<file path="src/rtl/lsu.sv">
// lsu -- load/store unit for the RV32I core.
//
// Takes one memory instruction from the decoder, runs it over a
// single-outstanding req/gnt/rvalid data bus, and returns the aligned,
// extended load result. The pipeline is stalled until the access retires.
//
// Ports:
//   i_clk, i_rst_n        clock, asynchronous active-low reset
//   i_lsu_valid           memory instruction present
//   i_st_mem              1 = store, 0 = load
//   i_funct3              access size / signedness
//   i_addr, i_st_data     effective address, store data (rs2)
//   o_stall               hold PC and pipeline
//   o_done                pulse: access retired, o_ld_data valid
//   o_ld_data             extended load result (held until next load)
//   o_misalign            pulse: misaligned address or illegal funct3
//   o_bus_err             pulse: bus timeout
//   o_mem_*/i_mem_*       data-memory request/grant/response bus
module lsu #(
  parameter int TIMEOUT_CYC = 1023
) (
  input  logic        i_clk,
  input  logic        i_rst_n,
  input  logic        i_lsu_valid,
  input  logic        i_st_mem,
  input  logic [2:0]  i_funct3,
  input  logic [31:0] i_addr,
  input  logic [31:0] i_st_data,
  output logic        o_stall,
  output logic        o_done,
  output logic [31:0] o_ld_data,
  output logic        o_misalign,
  output logic        o_bus_err,
  output logic        o_mem_req,
  input  logic        i_mem_gnt,
  output logic        o_mem_we,
  output logic [31:0] o_mem_addr,
  output logic [3:0]  o_mem_be,
  output logic [31:0] o_mem_wdata,
  input  logic        i_mem_rvalid,
  input  logic [31:0] i_mem_rdata
);

  localparam int CW = (TIMEOUT_CYC > 2) ? $clog2(TIMEOUT_CYC) : 1;

  typedef enum logic [2:0] {IDLE, REQ, WAIT, DONE, ERR} state_t;

  state_t          state_q, state_d;
  logic            st_mem_q;
  logic [2:0]      funct3_q;
  logic [1:0]      off_q;
  logic            bus_err_q;
  logic [CW-1:0]   cnt_q;
  logic [31:0]     mem_addr_q;
  logic [3:0]      mem_be_q;
  logic            mem_we_q;
  logic [31:0]     mem_wdata_q;
  logic [31:0]     ld_data_q;
  logic            timeout;
  logic            accept;

  function automatic logic is_misalign(input logic [2:0] f3, input logic [1:0] off);
    logic bad;
    bad = 1'b0;
    if (f3[1:0] == 2'b11 || f3 == 3'b110) bad = 1'b1;
    else if (f3[1:0] == 2'b01 && off[0]) bad = 1'b1;
    else if (f3[1:0] == 2'b10 && off != 2'b00) bad = 1'b1;
    return bad;
  endfunction

  function automatic logic [3:0] calc_be(input logic [2:0] f3, input logic [1:0] off);
    logic [3:0] be;
    case (f3[1:0])
      2'b00:   be = 4'b0001 << off;
      2'b01:   be = 4'b0011 << off;
      default: be = 4'b1111;
    endcase
    return be;
  endfunction

  function automatic logic [31:0] rep_wdata(input logic [2:0] f3, input logic [31:0] d);
    logic [31:0] w;
    case (f3[1:0])
      2'b00:   w = {4{d[7:0]}};
      2'b01:   w = {2{d[15:0]}};
      default: w = d;
    endcase
    return w;
  endfunction

  function automatic logic [31:0] ext_load(input logic [2:0] f3, input logic [1:0] off,
                                           input logic [31:0] rdata);
    logic        [31:0] lane;
    logic signed [31:0] r;
    lane = rdata >> {off, 3'b000};
    case (f3)
      3'b000:  r = $signed(lane[7:0]);
      3'b001:  r = $signed(lane[15:0]);
      3'b100:  r = $signed({24'd0, lane[7:0]});
      3'b101:  r = $signed({16'd0, lane[15:0]});
      default: r = $signed(lane);
    endcase
    return r;
  endfunction

  assign accept  = (state_q == IDLE) && i_lsu_valid;
  assign timeout = (cnt_q == CW'(TIMEOUT_CYC - 1));

  // State register
  always_ff @(posedge i_clk or negedge i_rst_n) begin
    if (!i_rst_n) state_q <= IDLE;
    else          state_q <= state_d;
  end

  // Next-state logic; gnt takes priority over rvalid while in REQ
  always_comb begin
    state_d = state_q;
    case (state_q)
      IDLE: if (i_lsu_valid) state_d = is_misalign(i_funct3, i_addr[1:0]) ? ERR : REQ;
      REQ:  if (i_mem_gnt) state_d = WAIT;
            else if (timeout) state_d = ERR;
      WAIT: if (i_mem_rvalid) state_d = DONE;
            else if (timeout) state_d = ERR;
      DONE: state_d = IDLE;
      ERR:  state_d = IDLE;
      default: state_d = IDLE;
    endcase
  end

  // Captured request, bus drive registers, timeout counter, load result
  always_ff @(posedge i_clk or negedge i_rst_n) begin
    if (!i_rst_n) begin
      st_mem_q    <= 1'b0;
      funct3_q    <= 3'b000;
      off_q       <= 2'b00;
      bus_err_q   <= 1'b0;
      cnt_q       <= '0;
      mem_addr_q  <= 32'd0;
      mem_be_q    <= 4'd0;
      mem_we_q    <= 1'b0;
      mem_wdata_q <= 32'd0;
      ld_data_q   <= 32'd0;
    end else begin
      if (accept) begin
        st_mem_q    <= i_st_mem;
        funct3_q    <= i_funct3;
        off_q       <= i_addr[1:0];
        bus_err_q   <= 1'b0;
        cnt_q       <= '0;
        mem_addr_q  <= {i_addr[31:2], 2'b00};
        mem_be_q    <= calc_be(i_funct3, i_addr[1:0]);
        mem_we_q    <= i_st_mem;
        mem_wdata_q <= rep_wdata(i_funct3, i_st_data);
      end
      if (state_q == REQ || state_q == WAIT) begin
        cnt_q <= cnt_q + CW'(1);
        if (state_d == ERR) bus_err_q <= 1'b1;
      end
      if (state_q == WAIT && i_mem_rvalid && !st_mem_q)
        ld_data_q <= ext_load(funct3_q, off_q, i_mem_rdata);
    end
  end

  // Output decode from state
  always_comb begin
    o_mem_req  = 1'b0;
    o_done     = 1'b0;
    o_misalign = 1'b0;
    o_bus_err  = 1'b0;
    o_stall    = 1'b0;
    case (state_q)
      IDLE: o_stall = i_lsu_valid && i_rst_n;
      REQ:  begin o_mem_req = 1'b1; o_stall = 1'b1; end
      WAIT: o_stall = 1'b1;
      DONE: o_done = 1'b1;
      ERR:  begin o_bus_err = bus_err_q; o_misalign = !bus_err_q; end
      default: ;
    endcase
  end

  assign o_mem_addr  = mem_addr_q;
  assign o_mem_be    = mem_be_q;
  assign o_mem_we    = mem_we_q;
  assign o_mem_wdata = mem_wdata_q;
  assign o_ld_data   = ld_data_q;

endmodule

</file>
<file path="config.mk">
export PLATFORM = sky130hd
export DESIGN_NAME = lsu
export DESIGN_NICKNAME = d
export VERILOG_FILES = /design/src/rtl/lsu.sv
export SDC_FILE = /design/constraint.sdc
export NUM_CORES = 1
export LEC_CHECK = 0
export ABC_AREA = 1
export CORE_ASPECT_RATIO = 0.5
export CORE_MARGIN = 1
export CORE_UTILIZATION = 49
export DETAILED_ROUTE_END_ITERATION = 8
export PLACE_DENSITY = 0.95
export SYNTH_ARGS = -nofsm -noshare
export SYNTH_HDL_FRONTEND = slang
export SYNTH_SLANG_ARGS = --single-unit
</file>
<file path="constraint.sdc">
create_clock -name i_clk -period 2.5 [get_ports i_clk]
set_input_delay 0.625 -clock i_clk [delete_from_list [all_inputs] [get_ports i_clk]]
set_output_delay 0.625 -clock i_clk [all_outputs]
set_load 0.01 [all_outputs]
</file>
# Word level (Yosys, flattened, before mapping)
# Cells that the tools add are included.
[totals]
reg_bits = 118
input_bits = 105
[op_classes]
n_eq_ne = 13
muxes = 24
n_reduce_logical = 16
shift = 3
n_addsub = 1
[op_table]
columns = ["op", "count"]
rows = [
  ["$pmux W32 S4", 1],
  ["$pmux W32 S2", 1],
  ["$shr A32 B5 Y32", 1],
  ["$mux W10", 2],
  ["$eq A3 B3 Y1 const B", 5],
  ["$mux W3", 5],
  ["$mux W1", 12],
  ["$add A10 B1 Y10 const B", 1],
  ["$eq A10 B10 Y1 const B", 1],
  ["$pmux W3 S3", 1],
  ["$pmux W4 S2", 1],
  ["$eq A3 B1 Y1 const B", 2],
  ["$eq A3 B2 Y1 const B", 2],
  ["$logic_and A1 B1 Y1", 6],
  ["$logic_not A3 Y1", 2],
  ["$eq A2 B2 Y1 const B", 2],
  ["$reduce_bool A2 Y1", 2],
  ["$shl A1 B2 Y4 const A", 1],
  ["$shl A2 B2 Y4 const A", 1],
  ["$eq A2 B1 Y1 const B", 1],
  ["$logic_not A1 Y1", 2],
  ["$logic_not A2 Y1", 1],
  ["$logic_or A1 B1 Y1", 2],
  ["$pmux W1 S2", 1],
  ["$reduce_or A2 Y1", 1],
]

# Depth between registers and ports, before layout
[depth]
word_depth = 13
ltp_mapped = 10

# Worst setup path before layout
# Ideal clock, no wire load.
[synth_path]
path_type = "input to output"
from = "input port i_lsu_valid"
to = "output port o_stall"
path_buffers = 0
stages = 4
setup_slack_ns = 0.792
required_time_ns = 1.875
t_arrival_ns = 1.083
path_cell_list = "nand3_2 > inv_2 > nor2_4 > nor2_1"
[synth_between]
elab_chain_len = 2
[synth_rtl]
columns = ["element", "line_no", "text"]
rows = [
  ["start: declaration", "24", "input logic i_lsu_valid,"],
  ["$logic_and A1 B1 Y1", "172", "IDLE: o_stall = i_lsu_valid && i_rst_n;"],
  ["$pmux W1 S2", "171", "case (state_q)"],
  ["end: declaration", "29", "output logic o_stall,"],
]
# Every way passes these cells.

# Worst setup path after layout
[layout_path]
from = "register state_q[0]"
to = "output port o_misalign"
[layout_between]
elab_chain_len = 2
[layout_rtl]
columns = ["element", "line_no", "text"]
rows = [
  ["start: declaration", "48", "state_t state_q, state_d;"],
  ["start signal: assignment", "112", "else state_q <= state_d;"],
  ["$eq A3 B3 Y1", "171", ""],
  ["$mux W1", "171", ""],
  ["end: declaration", "32", "output logic o_misalign,"],
]
# Every way passes these cells.

==> flow_summary.toml <==
[die]
dieWidth_um = 158
fp-row-count = 27
chipHeight_um = 79.9
start_util_pct = 52.2
dieArea_um2 = 12600
io_pins = 211
core_um2 = 11400

[pwr]
ir_drop_v = 0.000632
power.leakage_nw = 4.26
p_per_area_nw_per_um2 = 1300

[logic_synthesis]
synth_cells = 802
ys_warn_count = 0
syn_area_per_cell_um2 = 7.41
synth.ff_latch_count = 118
synth_area_um2 = 5940
ys_types = 33
ys_seq_area_share_pct = 49.7

[critical_path]
critPathMaxFanout = 3
start_kind = "register"
cp_top_family = "buffers and inverters"
startpoint = "state_q[0]$_DFF_PN0_"
path_buf_inv = 1
cp.required_ns = 1.88
reg2reg_slack_ns = 0.53
path_cells = "nor2_2 -> nand2_1 -> nor2_1 -> clkdlybuf4s50_1"
slowest_stage = "clkdlybuf4s50_1"
end_kind = "primary output"
critical_path.max_stage_delay_ns = 0.56
crit_type = "reg2out"
crit_arrival_ns = 1.86
worstReg2RegStart = "state_q[0]$_DFF_PN0_"

[sta]
tightestPinTransition_ns = 0.910
slew-limit-headroom_pct = 39.3
whs_ns = 0.334
period_needed_ns = 2.49
slew_viol_final = 0
max_freq_mhz = 402
fin_skew_ns = 0.00745
setup_viol = 0
final-hold-violation-count = 0
finalCritPeriodShare_pct = 99.5

[clock_network]
postCtsHoldBufs = 0
clock-root-buffer = "clkbuf_16"
path_clk_slew_ns = 0.06
tritoncts = "built"
clock_latency_ns = 0.42
htree_levels = 4
cts_sinks = 118
clockBufferDepth = 2
cts_buffers = 17

[global_routing]
grt_antenna_before_repair = 0
gr-total-overflow = 0
grt_pass1_vias = 6500
grt_pass1_wl_mm = 32.5
grt_max_degree = 95
grt-busiest-layer = "met2"
grtUsageTotal_pct = 34.2
use_met2_pct = 59.5
use_met3_pct = 9.17
use_met1_pct = 38.5

[min_path]
hp-class = "in2async"

[finish]
insertedDiodeCount = 0
nNetsFinal = 1109
syn_to_final_growth_pct = 47.1
n_fill_cell = 730
drive_above_1_share_pct = 7.68
final_util_pct = 76.8

[run_status]
status = "completed"

[placed_design]
hpwlAfterDp_mm = 12.5
gp_congestion = 0.935
io_buffers = 208

[job]
maxCapViolCount = 0

[routing]
dr.pass1.iters = 7
viasPerCell = 5.47
vias = 6419
drtIter0Drc = 661
post-route-drc-count = 0
ant_nets = 0
routed_wl_mm = 20.7
wl_per_cell_um = 17.7
cells in the final DEF, fill, tap and decap left out:
cell type,synthesis,final
nand4_2,1,1
clkinv_4,0,3
nor2_4,1,1
nand4_1,2,2
clkbuf_16,0,17
a21oi_1,17,17
nand2_4,2,2
buf_12,0,1
and2_1,1,1
inv_1,68,66
nand3_4,1,2
nor2_2,3,4
nor3_1,2,2
clkinvlp_4,0,6
o21bai_1,1,1
nand2_1,311,311
nand3_2,3,4
o31ai_1,7,7
a31oi_1,1,1
conb_1,1,2
o22ai_1,1,1
o21ai_0,55,55
nor2_1,77,76
buf_4,5,12
ha_1,2,2
clkinv_2,0,1
clkdlybuf4s50_1,0,206
or2_2,7,7
inv_6,1,2
nand3_1,59,57
clkinv_1,1,1
dlygate4sd2_1,0,1
nand2_2,3,3
bufinv_16,0,4
dfrtp_1,118,118
inv_2,6,8
o21ai_1,10,10
cells by family (layout without fill, tap and decap cells):
logic type | after synthesis | in the layout | synth area share (%)
DFF | 118 | 118 | 49.7
and+or+nand+nor | 473 | 473 | 32.9
other | 1 | 2 | 0.0631
AOI/OAI and AO/OA | 92 | 92 | 8.13
buffers and inverters | 116 | 328 | 8.80
adders and majority gates | 2 | 2 | 0.421
state kept, by name, summed over array words and instances (netlist names):
signal       flops
o_ld_data       32
bus_err_q        1
o_mem_wdata     32
o_mem_we         1
o_mem_addr      30
cnt_q           10
o_mem_be         4
funct3_q         3
off_q            2
state_q          3
area by class of cell:
cell class	count	area, µm²	share of cell area, %
clock inverters	15	205	2.35
repair buffers	220	2180	24.9
multi-input cells	569	2490	28.5
well taps	159	199	2.28
inverters	76	290	3.32
flip-flops and latches	118	2950	33.8
clock buffers	17	425	4.86
cell usage after synthesis:
| master | instances | area [µm²] |
|---|---|---|
| a21oi_1 | 17 | 85.1 |
| a31oi_1 | 1 | 6.26 |
| and2_1 | 1 | 6.26 |
| buf_1 | 1 | 3.75 |
| buf_2 | 21 | 105 |
| buf_4 | 5 | 37.5 |
| buf_6 | 5 | 56.3 |
| clkbuf_1 | 8 | 30.0 |
| clkinv_1 | 1 | 3.75 |
| conb_1 | 1 | 3.75 |
| dfrtp_1 | 118 | 2950 |
| ha_1 | 2 | 25.0 |
| inv_1 | 68 | 255 |
| inv_2 | 6 | 22.5 |
| inv_6 | 1 | 8.76 |
| nand2_1 | 311 | 1170 |
| nand2_2 | 3 | 18.8 |
| nand2_4 | 2 | 22.5 |
| nand3_1 | 59 | 295 |
| nand3_2 | 3 | 30.0 |
| nand3_4 | 1 | 17.5 |
| nand4_1 | 2 | 12.5 |
| nand4_2 | 1 | 12.5 |
| nor2_1 | 77 | 289 |
| nor2_2 | 3 | 18.8 |
| nor2_4 | 1 | 11.3 |
| nor3_1 | 2 | 10.0 |
| o21ai_0 | 55 | 275 |
| o21ai_1 | 10 | 50.1 |
| o21bai_1 | 1 | 7.51 |
| o22ai_1 | 1 | 6.26 |
| o31ai_1 | 7 | 52.6 |
| or2_2 | 7 | 43.8 |
power by group:
part	internal (W)	switching, W	leakage [nW]
clock network	0.00167	0.000969	0.288
logic	0.00240	0.00286	2.52
registers	0.00280	0.000656	1.45
total	0.00687	0.00449	4.26
metrics by stage:
step	area (µm²)	total power [W]	TNS (ns)	cells	setup WS [ns]
detailed placement	8090	0.00841	-0.182	1141	-0.182
global placement	8090	0.00820	-0.201	1141	-0.201
floorplan	5950	0.00604	0	803	0.792
global route	8740	0.0120	-0.108	1174	-0.0422
finish	8740	0.0114	0	1174	0.0133
CTS	8730	0.0113	0	1174	0.0493
worst reg2reg max path, delay by kind of cell (launching register included):
| kind | cells | cell delay [ns] |
|---|---|---|
| DFF | 1 | 0.51 |
| and+or+nand+nor | 2 | 0.20 |
| AOI/OAI and AO/OA | 1 | 0.33 |
| buffers and inverters | 1 | 0.73 |
metal layers:
metal	share of wire, %	vias to the layer above
met4	4.6	0
met2	50	404
li1	-	2904
met1	37	3019
met3	8.3	92
met5	0	-
timing repair:
item | in CTS | in global routing
pin swaps | 1 | 0
setup buffers | 1 | 0
endpoints found under the setup margin | 2 | 4
endpoints found under the hold margin | 0 | 0
resized for setup | 3 | 4
path summary, 6_finish.rpt:
path,end,cells past startpoint
max,o_misalign,4
min reg2reg,o_mem_addr[14]$_DFFE_PN0P_,2
min in group i_clk,o_mem_addr[14]$_DFFE_PN0P_,2
max in group asynchronous,o_ld_data[25]$_DFFE_PN0P_,3
max reg2reg,o_mem_wdata[9]$_DFFE_PN0P_,4
min,cnt_q[5]$_DFFE_PN0P_,2
No activity file was read; power rests on OpenSTA's default activity.
